## src/rtl/dcache_controller.sv

```systemverilog
// Direct-mapped, write-back, write-allocate L1 data cache controller.
// Sits between the MEM stage and a slow line-wide memory; stalls the whole
// pipeline combinationally while a miss is being serviced.
module dcache_controller #(
  parameter int NUM_LINES = 32,
  parameter int LINE_BITS = 128
) (
  input  logic                 clk_i,
  input  logic                 rst_i,
  input  logic                 cpu_read_i,
  input  logic                 cpu_write_i,
  input  logic [31:0]          cpu_addr_i,
  input  logic [31:0]          cpu_wdata_i,
  output logic [31:0]          cpu_rdata_o,
  output logic                 cpu_stall_o,
  output logic                 mem_enable_o,
  output logic                 mem_write_o,
  output logic [31:0]          mem_addr_o,
  output logic [LINE_BITS-1:0] mem_wdata_o,
  input  logic [LINE_BITS-1:0] mem_rdata_i,
  input  logic                 mem_ack_i
);
  localparam int IDX_W = $clog2(NUM_LINES);
  localparam int TAG_W = 32 - 4 - IDX_W;

  typedef enum logic [1:0] {S_IDLE, S_WRITEBACK, S_ALLOCATE, S_REFILL} state_t;

  state_t r_state;
  state_t w_state_next;

  // Per-line bookkeeping; valid/dirty are flat vectors so reset clears them in one go.
  logic [NUM_LINES-1:0] r_valid;
  logic [NUM_LINES-1:0] r_dirty;
  logic [TAG_W-1:0]     r_tag  [NUM_LINES];
  logic [LINE_BITS-1:0] r_data [NUM_LINES];

  logic                 r_mem_enable;
  logic                 r_mem_write;
  logic [31:0]          r_mem_addr;
  logic [LINE_BITS-1:0] r_mem_wdata;
  logic                 w_mem_enable_next;
  logic                 w_mem_write_next;
  logic [31:0]          w_mem_addr_next;
  logic [LINE_BITS-1:0] w_mem_wdata_next;

  logic [1:0]       w_word;
  logic [IDX_W-1:0] w_index;
  logic [TAG_W-1:0] w_tag;
  logic             w_req;
  logic             w_hit;
  logic             w_write_hit;
  logic             w_wb_done;
  logic             w_fill;
  logic [31:0]      w_sel_word;
  logic             w_unused_addr;

  assign w_word        = cpu_addr_i[3:2];
  assign w_index       = cpu_addr_i[4 +: IDX_W];
  assign w_tag         = cpu_addr_i[31 -: TAG_W];
  assign w_unused_addr = ^cpu_addr_i[1:0];

  assign w_req       = cpu_read_i | cpu_write_i;
  assign w_hit       = r_valid[w_index] && (r_tag[w_index] == w_tag);
  assign w_sel_word  = r_data[w_index][{w_word, 5'b0} +: 32];
  assign w_write_hit = (r_state == S_IDLE) && cpu_write_i && w_hit;
  assign w_wb_done   = (r_state == S_WRITEBACK) && mem_ack_i;
  assign w_fill      = (r_state == S_ALLOCATE) && mem_ack_i;

  // A simultaneous read+write is a store, so it never returns load data.
  assign cpu_stall_o = w_req && ((r_state != S_IDLE) || !w_hit);
  assign cpu_rdata_o = (cpu_read_i && !cpu_write_i && w_hit && (r_state == S_IDLE)) ? w_sel_word : 32'd0;

  assign mem_enable_o = r_mem_enable;
  assign mem_write_o  = r_mem_write;
  assign mem_addr_o   = r_mem_addr;
  assign mem_wdata_o  = r_mem_wdata;

  // Next state and next memory request; memory outputs hold unless a transition changes them.
  always_comb begin
    w_state_next      = r_state;
    w_mem_enable_next = r_mem_enable;
    w_mem_write_next  = r_mem_write;
    w_mem_addr_next   = r_mem_addr;
    w_mem_wdata_next  = r_mem_wdata;
    case (r_state)
      S_IDLE: begin
        if (w_req && !w_hit) begin
          w_mem_enable_next = 1'b1;
          if (r_valid[w_index] && r_dirty[w_index]) begin
            w_state_next     = S_WRITEBACK;
            w_mem_write_next = 1'b1;
            w_mem_addr_next  = {r_tag[w_index], w_index, 4'b0};
            w_mem_wdata_next = r_data[w_index];
          end else begin
            w_state_next     = S_ALLOCATE;
            w_mem_write_next = 1'b0;
            w_mem_addr_next  = {w_tag, w_index, 4'b0};
          end
        end
      end
      S_WRITEBACK: begin
        if (mem_ack_i) begin
          w_state_next      = S_ALLOCATE;
          w_mem_enable_next = 1'b1;
          w_mem_write_next  = 1'b0;
          w_mem_addr_next   = {w_tag, w_index, 4'b0};
        end
      end
      S_ALLOCATE: begin
        if (mem_ack_i) begin
          w_state_next      = S_REFILL;
          w_mem_enable_next = 1'b0;
        end
      end
      S_REFILL: begin
        w_state_next = S_IDLE;
      end
      default: begin
        w_state_next = S_IDLE;
      end
    endcase
  end

  // Control state, valid/dirty bits and the registered memory request.
  always_ff @(posedge clk_i) begin
    if (rst_i) begin
      r_state      <= S_IDLE;
      r_valid      <= '0;
      r_dirty      <= '0;
      r_mem_enable <= 1'b0;
      r_mem_write  <= 1'b0;
      r_mem_addr   <= 32'd0;
      r_mem_wdata  <= '0;
    end else begin
      r_state      <= w_state_next;
      r_mem_enable <= w_mem_enable_next;
      r_mem_write  <= w_mem_write_next;
      r_mem_addr   <= w_mem_addr_next;
      r_mem_wdata  <= w_mem_wdata_next;
      if (w_write_hit) begin
        r_dirty[w_index] <= 1'b1;
      end
      if (w_wb_done) begin
        r_dirty[w_index] <= 1'b0;
      end
      if (w_fill) begin
        r_valid[w_index] <= 1'b1;
        r_dirty[w_index] <= 1'b0;
      end
    end
  end

  // Tag and data arrays; contents need no reset because valid gates every use.
  always_ff @(posedge clk_i) begin
    if (!rst_i) begin
      if (w_fill) begin
        r_tag[w_index]  <= w_tag;
        r_data[w_index] <= mem_rdata_i;
      end else if (w_write_hit) begin
        r_data[w_index][{w_word, 5'b0} +: 32] <= cpu_wdata_i;
      end
    end
  end
endmodule

```

## config.mk

```make
export PLATFORM = sky130hd
export DESIGN_NAME = dcache_controller
export DESIGN_NICKNAME = d
export VERILOG_FILES = /design/src/rtl/dcache_controller.sv
export SDC_FILE = /design/constraint.sdc
export NUM_CORES = 2
export LEC_CHECK = 0
export BUFFER_PORTS_ARGS = -buffer_cell sky130_fd_sc_hd__buf_4
export CAP_MARGIN = 20
export CELL_PAD_IN_SITES_DETAIL_PLACEMENT = 1
export CELL_PAD_IN_SITES_GLOBAL_PLACEMENT = 2
export CORE_MARGIN = 2
export CORE_UTILIZATION = 50
export DETAILED_ROUTE_END_ITERATION = 10
export GPL_ROUTABILITY_DRIVEN = 1
export PLACE_DENSITY = 0.77
export SLEW_MARGIN = 20
export SYNTH_ARGS = -nofsm -noshare
export SYNTH_HDL_FRONTEND = slang
export SYNTH_MEMORY_MAX_BITS = 65536
export SYNTH_SLANG_ARGS = --single-unit
```

## constraint.sdc

```tcl
create_clock -name clk_i -period 5.8 [get_ports clk_i]
set_input_delay 0.87 -clock clk_i [delete_from_list [all_inputs] [get_ports clk_i]]
set_output_delay 0.87 -clock clk_i [all_outputs]
set_load 0.05 [all_outputs]
```

==> run summary <==
Yosys printed 0 warnings. The deepest clock path buffer count was 4; the initial antenna violation count was 51. The count of pins over their slew limit was 0. Walking the worst path, the cells encountered are buf_4 > buf_4 > nand4bb_2 > buf_12 > buf_4 > o22ai_1 > nor4_4 > and3_1 > nor4_1 > nand4_1 > buf_4 > nor4b_4 > buf_4 > nand3b_1 > buf_12 > buf_12 > nor2_1 > buf_4 > buf_4. Across all hold checks on the routed design, the worst slack comes to 0.142 ns.

For the hold buffer count at cts, the log shows 0. The worst setup path category is in2out. After Yosys synthesis, and, or, nand and nor cells account for 1.98% of the synthesized area. The run gives 0.0751 µW as the leakage power.

Final total power: 78600 µW. The setup check on the worst reg-to-reg path leaves a slack of 1.17 ns. By count the netlist is led by sky130_fd_sc_hd__edfxtp_1, sky130_fd_sc_hd__mux4_2, sky130_fd_sc_hd__mux2i_1, sky130_fd_sc_hd__clkbuf_1, sky130_fd_sc_hd__a22oi_1. Of all nets on the critical path, the largest fanout is 14. The tools report the number of instances in the synthesized netlist as 9277. TritonCTS built the clock tree. On the worst path, the slowest cell contributes a delay of 0.37 ns. Once layout is complete, the utilization of the core stands at 59.8%.

The actual slew at the worst max-slew pin was 1.17 ns; the share of cells above drive strength 1 was 31.6%. Once routing completed, OpenROAD measured the worst setup slack at 0.0763 ns. The worst hold path terminates at mem_addr_o[4].

After layout, the worst path uses 98.7% of the clock period. Clock latency at the later pin of the worst-skew pair: 1.07 ns. The tool flagged a number of max-cap violations equal to 0.

Before antenna repair, the detailed router went through 5 iterations. The total clock buffers created by CTS came out at 527. The congestion estimate from routability-driven global placement came to 0.876.

The count of nets after finishing is 10700. Once layout is done, the placed cells without fillers occupy 232000 µm². In this run the critical register-to-register path is launched from r_tag[8][10].

STA classifies the critical path endpoint as an output port. The post-detailed-route wirelength per cell was 41.1 µm; the total routing usage reported by global routing was 33.6%. Top cell family by delay on the critical path: buffers and inverters. The minimum clock period after layout works out to 5.72 ns. After synthesis, the cell types taking the most area are sky130_fd_sc_hd__edfxtp_1, sky130_fd_sc_hd__mux4_2, sky130_fd_sc_hd__mux2i_1. Synthesis instantiated 58 different standard cells from the library. The floorplan step defined a die boundary enclosing 394000 µm².

The tools report the sequential element share of the synthesized area as 76.9%. The fraction of the mapped netlist area in compound gates was 4.11%; the total overflow reported by the global router was 0. The worst hold path begins at cpu_addr_i[4]. The critical path contains buffers and inverters numbering 10 combined. The total wire length came out at 663000 µm. Clock tree root buffer cell: sky130_fd_sc_hd__clkbuf_16.

The H-tree generated during clock tree synthesis spans 6 levels. From left edge to right edge, the die measures 628 µm. The synthesized netlist devotes 0.0579% of its cell area to adder and majority cells. The endpoint identified for the worst register-to-register timing path is r_data[5][99].

The total standard cell area after synthesis is 195000 µm². The switching power summed over all nets is 18000 µW. The most common cell in the synthesized netlist is sky130_fd_sc_hd__edfxtp_1. The clock share of power was 41.8%; the clock-pin slew on the worst setup and hold paths was 0.06 ns.

In this run the core area contains 229 standard-cell rows. After detailed placement, the total cell area comes to 215000 µm². Of the total power, the share spent switching nets is 22.8%. The power density of the placed cells is 338 nW/µm², and the sequential cell area is 150000 µm². The die is 628 µm tall. Sequential cells burn 51.2% of the power.

After Yosys synthesis, XOR and XNOR cells account for 0.00450% of the synthesized area. The synthesized design devotes to its leading area cell type 74.6% of total area. The via count of the first global-routing pass was 110000; the via total after detailed routing was 108000. The first routing iteration left 14700 violations. Prior to clock tree synthesis, the placed netlist has a worst setup slack of -0.0230 ns. For this design, the sink count on the clock tree is 5056. For the final database, setup skew stands at 0.0744 ns. After detailed routing, the number of vias per cell comes to 6.71. The run finished with clean final reports. 392 I/O pins were placed. The cell-internal power is 60700 µW, and the number of port buffers is 385.

The most area-hungry cell type in the Yosys netlist was sky130_fd_sc_hd__edfxtp_1. The final-report setup violation count was 0. Once detail routing completed, the nets flagged for antenna violations numbered 0.

The proportion of register bits with asynchronous set or reset after synthesis came out at 0%. The critical path's most frequent cell was sky130_fd_sc_hd__buf_4. The tightest min-delay check is of the in2reg type. The run gives 120 as the pin count of the biggest net entering global routing.

The growth of design area from synthesis to finish is 19.4%. A synthesized cell averages 21.0 µm². The run gives 4.93 ns as the worst endpoint required time. The run gives 4.85 ns as the data arrival at the endpoint of the critical path. Effective utilization at floorplan: 50.1%. Timing would allow up to 0.175 GHz. The primary flip-flop cell chosen by synthesis mapping is sky130_fd_sc_hd__edfxtp_1. The number of synthesized flops with an enable pin is 4832, and the relative contribution of combinational cells to total power is 7.0%. Counting instances, the worst hold path has a depth of 3. The worst setup path is launched from a primary input. The register bit total from synthesis was 5056; the global-route wire length before repair was 905000 µm. The count of filler cells inserted in the layout is 32200, and the mux cell area share after synthesis is 15.2%. The cell with the largest stage delay on the worst path is sky130_fd_sc_hd__nor4_1. In this run the standard cell core region covers 388000 µm².

Maximum VDD drop: 0.326 mV. Estimated wirelength of the detail-placed design: 404000 µm. Number of endpoints with negative hold slack in the final report: 0.

In this run the tightest slew margin relative to its limit is 22.0%. The worst-case reg-to-reg path depth came out at 11. After synthesis, the largest family of logic cells by area is multiplexers. For the number of remaining DRC errors, the log shows 0. The multi-input gate area in the final layout was 43600 µm².
==> timing repair <==
| item | in CTS | in global routing |
|---|---|---|
| endpoints found under the setup margin | 6 | 20 |
| setup buffers | 0 | 1 |
| resized for setup | 3 | 11 |
| pin swaps | 0 | 2 |
| gates cloned | 1 | 1 |
==> cell usage in the layout, fill, tap and decap left out, drive strengths merged, types with 32 or more instances in the layout <==
| master | Yosys | final |
|---|---|---|
| a221oi | 129 | 129 |
| nor3 | 38 | 38 |
| diode | 0 | 36 |
| inv | 135 | 155 |
| mux2i | 520 | 520 |
| nor4 | 65 | 65 |
| dfxtp | 224 | 224 |
| a21o | 34 | 34 |
| o22ai | 184 | 184 |
| edfxtp | 4832 | 4832 |
| nor2 | 213 | 213 |
| nand2 | 209 | 209 |
| and3 | 155 | 155 |
| a22o | 129 | 129 |
| a21oi | 179 | 179 |
| clkbuf | 301 | 683 |
| a311oi | 128 | 128 |
| clkinv | 0 | 196 |
| mux4 | 1072 | 1072 |
| buf | 301 | 1275 |
| a22oi | 262 | 262 |
| o21ai | 32 | 32 |
==> flip-flops by register name, summed over array words and instances (netlist names), named ones only <==
name          flops
mem_addr_o       28
mem_enable_o      1
mem_wdata_o     128
mem_write_o       1
r_data         4096
r_dirty          31
r_state           2
r_tag           736
r_valid          32
==> power groups by stage <==
stage	logic, µW	registers [µW]	clock network (µW)
after floorplan	2330	41200	0
after CTS	5450	40200	33100
after detailed placement	5420	41000	0
final	5520	40200	32900
after global placement	5260	41000	0
after global routing	5670	40200	34400
==> through the flow <==
stage	TNS, ns	std cells
after floorplan	0	9280
after global placement	-0.375	15100
after detailed placement	-0.0654	15200
after CTS	0	16100
after global routing	-0.0127	16100
final	0	16100
==> how the worst max path moves through the flow <==
stage / startpoint / endpoint / slack, ns / cells past startpoint
2_1_floorplan: cpu_addr_i[5] / r_data[12][100] / 0.40 / 13
3_3_place_gp: cpu_addr_i[5] / cpu_rdata_o[8] / -0.06 / 18
3_5_place_dp: cpu_addr_i[5] / cpu_rdata_o[9] / -0.02 / 18
4_1_cts: cpu_addr_i[6] / cpu_rdata_o[9] / 0.02 / 19
5_1_grt: cpu_addr_i[8] / cpu_rdata_o[5] / -0.007 / 19
6_report: cpu_addr_i[8] / cpu_rdata_o[6] / 0.08 / 19
==> metal layers <==
layer	up-vias	share of wire, %	GRT usage [%]
met2	6954	48	53.2
met3	1513	9.8	7.32
met4	24	7.4	21.7
met5	-	0.026	0
li1	41600	-	-
met1	58200	35	42.2
==> worst reg2reg max path, delay by kind of cell, from the launching register on <==
family / cells / cell delay [ns]
AO/OA/AOI/OAI: 2 / 0.40
buffers and inverters: 2 / 0.59
multiplexers: 2 / 0.52
flip-flops: 1 / 0.40
AND/OR/NAND/NOR: 5 / 2.48
==> final cells by class <==
class / count / area share [%]
clock buffers: 681 / 6.13
inverters: 135 / 0.219
well taps: 5197 / 2.80
repair buffers: 1278 / 6.67
diodes: 36 / 0.0388
multi-input cells: 3487 / 18.8
flip-flops and latches: 5056 / 64.4
clock inverters: 254 / 0.991
==> logic make-up (layout without fill, tap and decap cells) <==
logic type      Yosys count  count (layout)
mux                    1615            1615
simple gates            760             760
flops                  5056            5056
other cells               1              40
buf+inv                 737            2348
fa+ha+maj                 9               9
xor+xnor                  1               1
compound gates         1098            1098
Power figures use the tool's default switching activity.
